**src/rtl/uart_pkg.sv**
```systemverilog
// rtl/uart_pkg.sv - shared UART receive-state type and default frame constants
package uart_pkg;

    localparam int UART_DATA_BITS    = 8;
    localparam int UART_OVERSAMPLING = 8;

    typedef enum logic [2:0] {
        IDLE,
        START,
        DATA,
        PARITY,
        STOP
    } rx_state_t;

endpackage

```
**src/rtl/uart_sync_2ff.sv**
```systemverilog
// rtl/uart_sync_2ff.sv - two-flop synchroniser with a parameterised reset value
module uart_sync_2ff #(
    parameter logic RESET_VAL = 1'b1
) (
    input  logic clock,
    input  logic reset,
    input  logic d,
    output logic q
);

    logic r_meta;
    logic r_sync;

    always_ff @(posedge clock) begin
        if (reset) begin
            r_meta <= RESET_VAL;
            r_sync <= RESET_VAL;
        end else begin
            r_meta <= d;
            r_sync <= r_meta;
        end
    end

    assign q = r_sync;

endmodule

```
**src/rtl/uart_rx_oversampled.sv**
```systemverilog
// rtl/uart_rx_oversampled.sv - oversampled UART receiver with valid/ready output
// Optional parity stage compiled in with UART_RX_PARITY_EN.
module uart_rx_oversampled
    import uart_pkg::*;
#(
    parameter int DATA_BITS    = UART_DATA_BITS,
    parameter int OVERSAMPLING = UART_OVERSAMPLING,
    parameter int PARITY_ODD   = 0
) (
    input  logic                 clock,
    input  logic                 reset,
    input  logic                 sample_tick,
    input  logic                 rx,
    input  logic                 rx_ready,
    output logic [DATA_BITS-1:0] rx_data,
    output logic                 rx_valid,
    output logic                 frame_error,
    output logic                 parity_error,
    output logic                 overrun_error,
    output logic                 busy
);

    localparam int TW = $clog2(OVERSAMPLING);
    localparam int BW = $clog2(DATA_BITS + 1);
    localparam logic [TW-1:0] TICK_MID  = TW'(OVERSAMPLING / 2 - 1);
    localparam logic [TW-1:0] TICK_LAST = TW'(OVERSAMPLING - 1);
    localparam logic [BW-1:0] BIT_LAST  = BW'(DATA_BITS - 1);

    if (DATA_BITS < 5 || DATA_BITS > 9 || OVERSAMPLING < 4 || (OVERSAMPLING % 2) != 0 ||
        (PARITY_ODD != 0 && PARITY_ODD != 1)) begin : g_bad_params
        $error("uart_rx_oversampled: illegal parameter combination");
    end

    logic                 w_rx_s;
    rx_state_t            r_state;
    logic [TW-1:0]        r_tick;
    logic [BW-1:0]        r_bit;
    logic [DATA_BITS-1:0] r_shift;
    logic [DATA_BITS-1:0] r_data;
    logic                 r_valid;
    logic                 r_fe;
    logic                 r_ovr;
    logic                 r_wait_high;

    uart_sync_2ff #(.RESET_VAL(1'b1)) u_rx_sync (
        .clock (clock),
        .reset (reset),
        .d     (rx),
        .q     (w_rx_s)
    );

`ifdef UART_RX_PARITY_EN
    localparam logic PAR_ODD = (PARITY_ODD != 0);
    logic r_par;
    logic r_pe;
`endif

    always_ff @(posedge clock) begin
        if (reset) begin
            r_state     <= IDLE;
            r_tick      <= '0;
            r_bit       <= '0;
            r_shift     <= '0;
            r_data      <= '0;
            r_valid     <= 1'b0;
            r_fe        <= 1'b0;
            r_ovr       <= 1'b0;
            r_wait_high <= 1'b0;
`ifdef UART_RX_PARITY_EN
            r_par       <= 1'b0;
            r_pe        <= 1'b0;
`endif
        end else begin
            r_ovr <= 1'b0;
            if (r_valid && rx_ready)
                r_valid <= 1'b0;
            if (sample_tick) begin
                case (r_state)
                    IDLE: begin
                        // After a break the line must return high before a new start is accepted.
                        if (r_wait_high) begin
                            if (w_rx_s)
                                r_wait_high <= 1'b0;
                        end else if (!w_rx_s) begin
                            r_state <= START;
                            r_tick  <= '0;
                        end
                    end
                    START: begin
                        if (r_tick == TICK_MID) begin
                            r_tick <= '0;
                            r_bit  <= '0;
                            r_state <= w_rx_s ? IDLE : DATA;
                        end else begin
                            r_tick <= r_tick + 1'b1;
                        end
                    end
                    DATA: begin
                        if (r_tick == TICK_LAST) begin
                            r_shift <= {w_rx_s, r_shift[DATA_BITS-1:1]};
                            r_tick  <= '0;
                            r_bit   <= r_bit + 1'b1;
                            if (r_bit == BIT_LAST)
`ifdef UART_RX_PARITY_EN
                                r_state <= PARITY;
`else
                                r_state <= STOP;
`endif
                        end else begin
                            r_tick <= r_tick + 1'b1;
                        end
                    end
`ifdef UART_RX_PARITY_EN
                    PARITY: begin
                        if (r_tick == TICK_LAST) begin
                            r_par   <= ((^r_shift) ^ w_rx_s) != PAR_ODD;
                            r_tick  <= '0;
                            r_state <= STOP;
                        end else begin
                            r_tick <= r_tick + 1'b1;
                        end
                    end
`endif
                    STOP: begin
                        // Return to IDLE at mid stop bit so an immediate next start edge is caught.
                        if (r_tick == TICK_LAST) begin
                            r_data      <= r_shift;
                            r_fe        <= ~w_rx_s;
                            r_valid     <= 1'b1;
                            r_ovr       <= r_valid && !rx_ready;
                            r_wait_high <= ~w_rx_s;
                            r_tick      <= '0;
                            r_state     <= IDLE;
`ifdef UART_RX_PARITY_EN
                            r_pe        <= r_par;
`endif
                        end else begin
                            r_tick <= r_tick + 1'b1;
                        end
                    end
                    default: r_state <= IDLE;
                endcase
            end
        end
    end

    assign rx_data       = r_data;
    assign rx_valid      = r_valid;
    assign frame_error   = r_fe;
    assign overrun_error = r_ovr;
    assign busy          = (r_state != IDLE);
`ifdef UART_RX_PARITY_EN
    assign parity_error  = r_pe;
`else
    assign parity_error  = 1'b0;
`endif

endmodule

```
**config.mk**
```make
export PLATFORM = sky130hd
export DESIGN_NAME = uart_rx_oversampled
export DESIGN_NICKNAME = d
export VERILOG_FILES = /design/src/rtl/uart_pkg.sv /design/src/rtl/uart_sync_2ff.sv /design/src/rtl/uart_rx_oversampled.sv
export SDC_FILE = /design/constraint.sdc
export NUM_CORES = 1
export LEC_CHECK = 0
export BUFFER_PORTS_ARGS = -buffer_cell sky130_fd_sc_hd__buf_2
export CORE_ASPECT_RATIO = 1.25
export CORE_UTILIZATION = 60
export DETAILED_ROUTE_END_ITERATION = 7
export PLACE_DENSITY = 0.92
export SLEW_MARGIN = 20
export SYNTH_ARGS = -nofsm -noshare
export SYNTH_HDL_FRONTEND = slang
export SYNTH_HIERARCHICAL = 1
export SYNTH_SLANG_ARGS = --single-unit
```
**constraint.sdc**
```tcl
create_clock -name clock -period 5.1 [get_ports clock]
set_clock_uncertainty 0.15 [all_clocks]
set_input_delay 0.255 -clock clock [delete_from_list [all_inputs] [get_ports clock]]
set_output_delay 0.255 -clock clock [all_outputs]
set_load 0.05 [all_outputs]
```
# Yosys cells after proc, flatten, opt, wreduce, memory -nomap -nowiden
# Index checks and enable logic that the tools add are counted.
totals:
  input_bits: 5
  ff_bits: 32
  word_cells: 69
classes:
  bitwise: 4
  mux: 24
  add_sub_neg: 2
  n_reduce_logical: 16
  eq_ne: 12
op_table:
  columns: ["cell", "count"]
  rows:
  - ["2-to-1 mux 3 bit", 10]
  - ["!= test 2 bit, second input constant", 6]
  - ["one-hot mux 3 bit (4 select lines)", 1]
  - ["one-hot mux 3 bit (3 select lines)", 1]
  - ["AND reduction 3 bit", 3]
  - ["2-to-1 mux 4 bit", 2]
  - ["one-hot mux 4 bit (2 select lines)", 1]
  - ["AND reduction 4 bit", 2]
  - ["2-to-1 mux 1 bit", 7]
  - ["AND reduction 7 bit", 1]
  - ["== test 3 x 2 -> 1 bit, second input constant", 2]
  - ["== test 3 bit, second input constant", 2]
  - ["nonzero test 3 bit", 2]
  - ["adder 4 x 1 -> 4 bit, second input constant", 1]
  - ["== test 4 x 3 -> 1 bit, second input constant", 1]
  - ["NOT 1 bit", 4]
  - ["nonzero test 2 bit", 2]
  - ["OR reduction 4 bit", 1]
  - ["adder 3 x 1 -> 3 bit, second input constant", 1]
  - ["== test 3 x 1 -> 1 bit, second input constant", 1]
  - ["zero test 3 bit", 1]
  - ["logical AND 1 bit", 2]
  - ["2-to-1 mux 2 bit", 1]
  - ["one-hot mux 1 bit (2 select lines)", 1]
  - ["2 further kinds", 2]

# Logic depth before layout (Yosys ltp)
logic_depth:
  word_depth: 5
  mapped_depth: 6
  depth_no_buf: 6

# Hierarchy
# The synthesis kept the hierarchy.
modules_own_cells:
  columns: ["mod", "n_inst", "cells_each", "seq_area_each_um2", "area_each_um2"]
  rows:
  - ["uart_rx_oversampled", 1, 160, 600.6, 1446.4]
  - ["uart_sync_2ff", 1, 4, 40.0, 52.6]

# Least setup slack after synthesis
# No wires, ideal clock.
synth_timing:
  kind: "reg2reg"
  startpoint: "reg r_state[0]"
  endpoint: "reg r_tick[2]"
  setup_slack_ns: 3.423
  stages_incl_launch_ff: 6
  n_path_buf: 1
  arrival_ns: 1.395
  cell_sequence: "dfxtp_1 -> buf_6 -> or3_4 -> o221ai_2 -> nor2b_1 -> nor3_1"
synth_via:
  elab_chain_cells: 4
synth_rtl:
  columns: ["element", "line", "source"]
  rows:
  - ["start: declaration", "uart_rx_oversampled.sv:35", "rx_state_t r_state;"]
  - ["start signal: assignment", "uart_rx_oversampled.sv:93", "r_state <= w_rx_s ? IDLE : DATA;"]
  - ["== test 3 bit or == test 3 x 2 -> 1 bit (tied branches)", "uart_rx_oversampled.sv:78", "case (r_state)"]
  - ["OR reduction 2 bit (no source line)", null, null]
  - ["nonzero test 3 bit (no source line)", null, null]
  - ["AND reduction 4 bit (no source line)", null, null]
  - ["end signal: assignment", "uart_rx_oversampled.sv:95", "r_tick <= r_tick + 1'b1;"]
  - ["end signal: assignment", "uart_rx_oversampled.sv:110", "r_tick <= r_tick + 1'b1;"]
  - ["end signal: assignment", "uart_rx_oversampled.sv:138", "r_tick <= r_tick + 1'b1;"]
  - ["end: declaration", "uart_rx_oversampled.sv:36", "logic [TW-1:0] r_tick;"]
# Several ways; a longest one is shown, not always the timed one.
# A chain may end at the register's enable or synchronous reset.

# Final worst setup path
layout_timing:
  startpoint: "reg r_state[0]"
  endpoint: "reg r_data[6], in the netlist rx_data[6]"
layout_via:
  elab_chain_cells: 2
layout_rtl:
  columns: ["element", "line", "source"]
  rows:
  - ["== test 3 bit", "uart_rx_oversampled.sv:78", null]
  - ["AND reduction 3 bit (no source line)", null, null]
  - ["end signal: assignment", "uart_rx_oversampled.sv:127", "r_data <= r_shift;"]
  - ["end: declaration", "uart_rx_oversampled.sv:39", "logic [DATA_BITS-1:0] r_data;"]
# Every way passes these cells.

==> summary.md <==
| Metric | Value |
|---|---|
| Status | finished clean |
| Reg2reg setup slack | 2960 ps |
| Clock Latency Late Sink | 320 ps |
| CTS Buffer Depth | 2 |
| RSZ-0062 raised after global routing | no |
| Sink Count | 32 |
| CTS tree | done |
| Syn Nets | 173 |
| Async SR Flop Fraction | 0% |
| Power Internal | 390.0 uW |
| Synth area leader | dfxtp_1 |
| Power per cell area | 295.9 nW/um^2 |
| Drt via density | 5.733 |
| Via count | 1204 |
| Inserted Clock Buffers | 5 |
| Combinational Power Share | 4.5% |
| Max-slew headroom | 56.06% |
| DRC | 0 |
| Net Sw Power | 101.4 uW |
| Worst EP required | 5150 ps |
| Largest cells by area after synthesis | dfxtp_1, mux2i_1, nand2_1 |
| Critical path arrival | 2180 ps |
| Count leader, synth | dfxtp_1 |
| Design area | 1660 sq um |
| Setup TNS | 0 ps |
| Synthesized area per cell | 9.140 sq um |
| FF+latch count, synth | 32 |
| ANT nets after route | 0 |
| First-pass GRT wire length | 4905 um |
| Largest net degree at the start of global routing | 35 |
| DIE AREA | 2703 sq um |
| Worst-margin pin slew | 657.3 ps |
| Max-slew violation count | 0 |
| Worst Hold End | overrun_error$_SDFF_PP0_ |
| R2r startpoint | r_state[0]$_SDFFE_PP0P_ |
| PortBufs | 16 |
| R2R cell count | 4 |
| Synth top cells by count | dfxtp_1, nand2_1, a21oi_1, nor2_1, mux2i_1 |
| Setup Crit Path Kind | reg -> reg |
| Starting Density | 65.68% |
| Met2 WL post-DR | 1471 um |
| Share of cells above drive strength 1 | 18.99% |
| Max H-tree Level | 2 |
| Fill count | 180 |
| Row cnt | 19 |
| Clock power share | 43.4% |
| Post-synth EDFFs | 0 |
| Post-CTS Resized | 0 |
| Main synth FF type | dfxtp_1 |
| Min cycle time layout | 2135 ps |
| Clock Pin Slew Worst Setup and Hold Paths | 100 ps |
| Root Buffer | clkbuf_4 |
| Finished Layout Cells | 210 |
| Initial antenna violation count | 0 |
| Highest metal layer with signal wires | met4 |
| Met3 wire len | 122 um |
| Hold Path Origin | rx_ready |
| Sw frac | 20.63% |
| Synth top area share | 42.74% |
| Fin nets | 187 |
| # Post-CTS Setup Buffers | 0 |
| Crit Path Max Fanout | 18 |
| Routed WL | 2871 um |
| Worst Hold Depth | 3 |
| IO Pins | 18 |
| Synth Instances | 164 |
| Hpwl dp | 2022 um |
| Post-synthesis instance area | 1499 sq um |
| Overall Global Routing Usage | 25.17% |
| Fin. Hold Viols | 0 |
| Total grt overflow | 0 |
| M1 WL | 1240 um |
| Ant diodes | 0 |
| Number of global-route vias before repair | 1104 |
| Core Region | 2282 sq um |
| Tot Pwr | 491.3 uW |
| # setup viols final | 0 |
| Max_cap viols | 0 |
| RR Endpoint | rx_data[6]$_SDFFE_PP0P_ |
| Routed WL per cell | 13.67 um |
| Startpoint Class | register |
| Sequential fraction of the synthesis area | 42.74% |
| Gpl congestion | 0.8314 |
| Die Y-Extent | 57.88 um |
| Initial DRC Count | 52 |
| Flop pwr share | 52.1% |
| Max IR drop VDD | 0.2542 mV |
| Final Cycle Share | 41.86% |
| Drt pass-1 iters | 4 |
| Leak | 0.0006870 uW |
| Area after DPL | 1555 sq um |
| FMAX | 468.4 MHz |
| Layout area overhead | 10.77% |
| Final core occ | 72.75% |
| Ys Warns | 6 |
| Placed instance count | 201 |
| Worst setup EP type | register |
| HP Class | in -> reg |
| Die span in x | 46.71 um |
| Distinct cells, synth | 45 |
[worst max-delay path by stage]
stage	start	end	slack [ps]	cells past startpoint
2_1_floorplan	r_state[0]$_SDFFE_PP0P_	r_tick[2]$_SDFFE_PP0P_	3420	5
3_3_place_gp	r_state[0]$_SDFFE_PP0P_	rx_data[2]$_SDFFE_PP0P_	3110	4
3_5_place_dp	r_state[0]$_SDFFE_PP0P_	rx_data[6]$_SDFFE_PP0P_	2990	4
4_1_cts	r_state[0]$_SDFFE_PP0P_	rx_data[6]$_SDFFE_PP0P_	2950	4
5_1_grt	r_state[0]$_SDFFE_PP0P_	rx_data[6]$_SDFFE_PP0P_	2740	4
6_report	r_state[0]$_SDFFE_PP0P_	rx_data[6]$_SDFFE_PP0P_	2960	4
[sequential cells by signal, indices dropped and copies added (netlist names)]
signal            cells
r_shift               8
rx_valid              1
overrun_error         1
rx_data               8
frame_error           1
u_rx_sync/q           1
u_rx_sync/r_meta      1
r_bit                 4
r_state               3
r_wait_high           1
r_tick                3
[layer usage]
| layer | GRT usage [%] | up-vias |
|---|---|---|
| li1 | - | 602 |
| met1 | 31.03 | 564 |
| met2 | 40.87 | 32 |
| met3 | 7.477 | 6 |
| met4 | 8.571 | 0 |
| met5 | 0 | - |
[through the flow]
| stage | hold slack (ps) | setup WS (ps) |
|---|---|---|
| 2_1_floorplan | 202.1 | 3423 |
| 3_3_place_gp | 242.2 | 3110 |
| 3_5_place_dp | 258.6 | 2994 |
| 4_1_cts | 47.90 | 2954 |
| 5_1_grt | 52.77 | 2744 |
| 6_report | 52.23 | 2965 |
[repair_timing]
item	CTS	global route
hold endpoints to repair	1	0
hold buffers	1	0
setup endpoints to repair	0	0
[cells in the final DEF, fill, tap and decap left out, drive strengths merged, types with 2 or more instances in the layout]
cell,Yosys,layout
or3,2,2
or2,3,3
o41ai,2,2
nor3b,4,4
nor2,15,15
mux2i,11,11
clkbuf,4,7
o21ai,2,2
a311oi,4,4
nand3,4,4
nor3,4,4
nand3b,4,4
nand2b,3,3
ha,4,4
nand2,22,22
nor2b,2,2
dfxtp,32,32
a21oi,15,15
inv,3,3
buf,6,16
[critical path: stages (launching register included)]
cell and delay, ps:
dfxtp_1 500, nor3b_1 390, nand3_1 540, mux2i_1 360, nor2_1 60
[final cells by class]
class                           instances  area, sq um  area share, %
Clock buffer                            7        65.06          3.919
Clock inverter                          1        30.03          1.809
Inverter                                3        11.26         0.6782
Multi-Input combinational cell        119        784.5          47.25
Sequential cell                        32        640.6          38.58
Tap cell                               31        38.79          2.336
Timing Repair Buffer                   17        90.09          5.426
[power by group through the flow]
stage               Clock [uW]  Combinational, uW  Sequential (uW)
floorplan                    0               20.3              259
global placement             0               20.8              261
detailed placement           0               21.7              261
CTS                        218               22.3              256
global route               229               24.3              256
finish                     213               22.3              256
[cell families (layout without fill, tap and decap cells)]
logic type               after synthesis  after routing  share of synthesized area, %
AO/OA/AOI/OAI                         33             33                         16.19
AND/OR/NAND/NOR                       68             68                         23.87
buffers and inverters                 13             28                         4.924
other                                  1              1                        0.2502
adder cells (fa/ha/maj)                4              4                         3.339
flip-flops                            32             32                         42.74
multiplexers                          12             12                         8.097
XOR/XNOR                               1              1                        0.5844
Note: power is estimated with default switching activity, not from simulation.
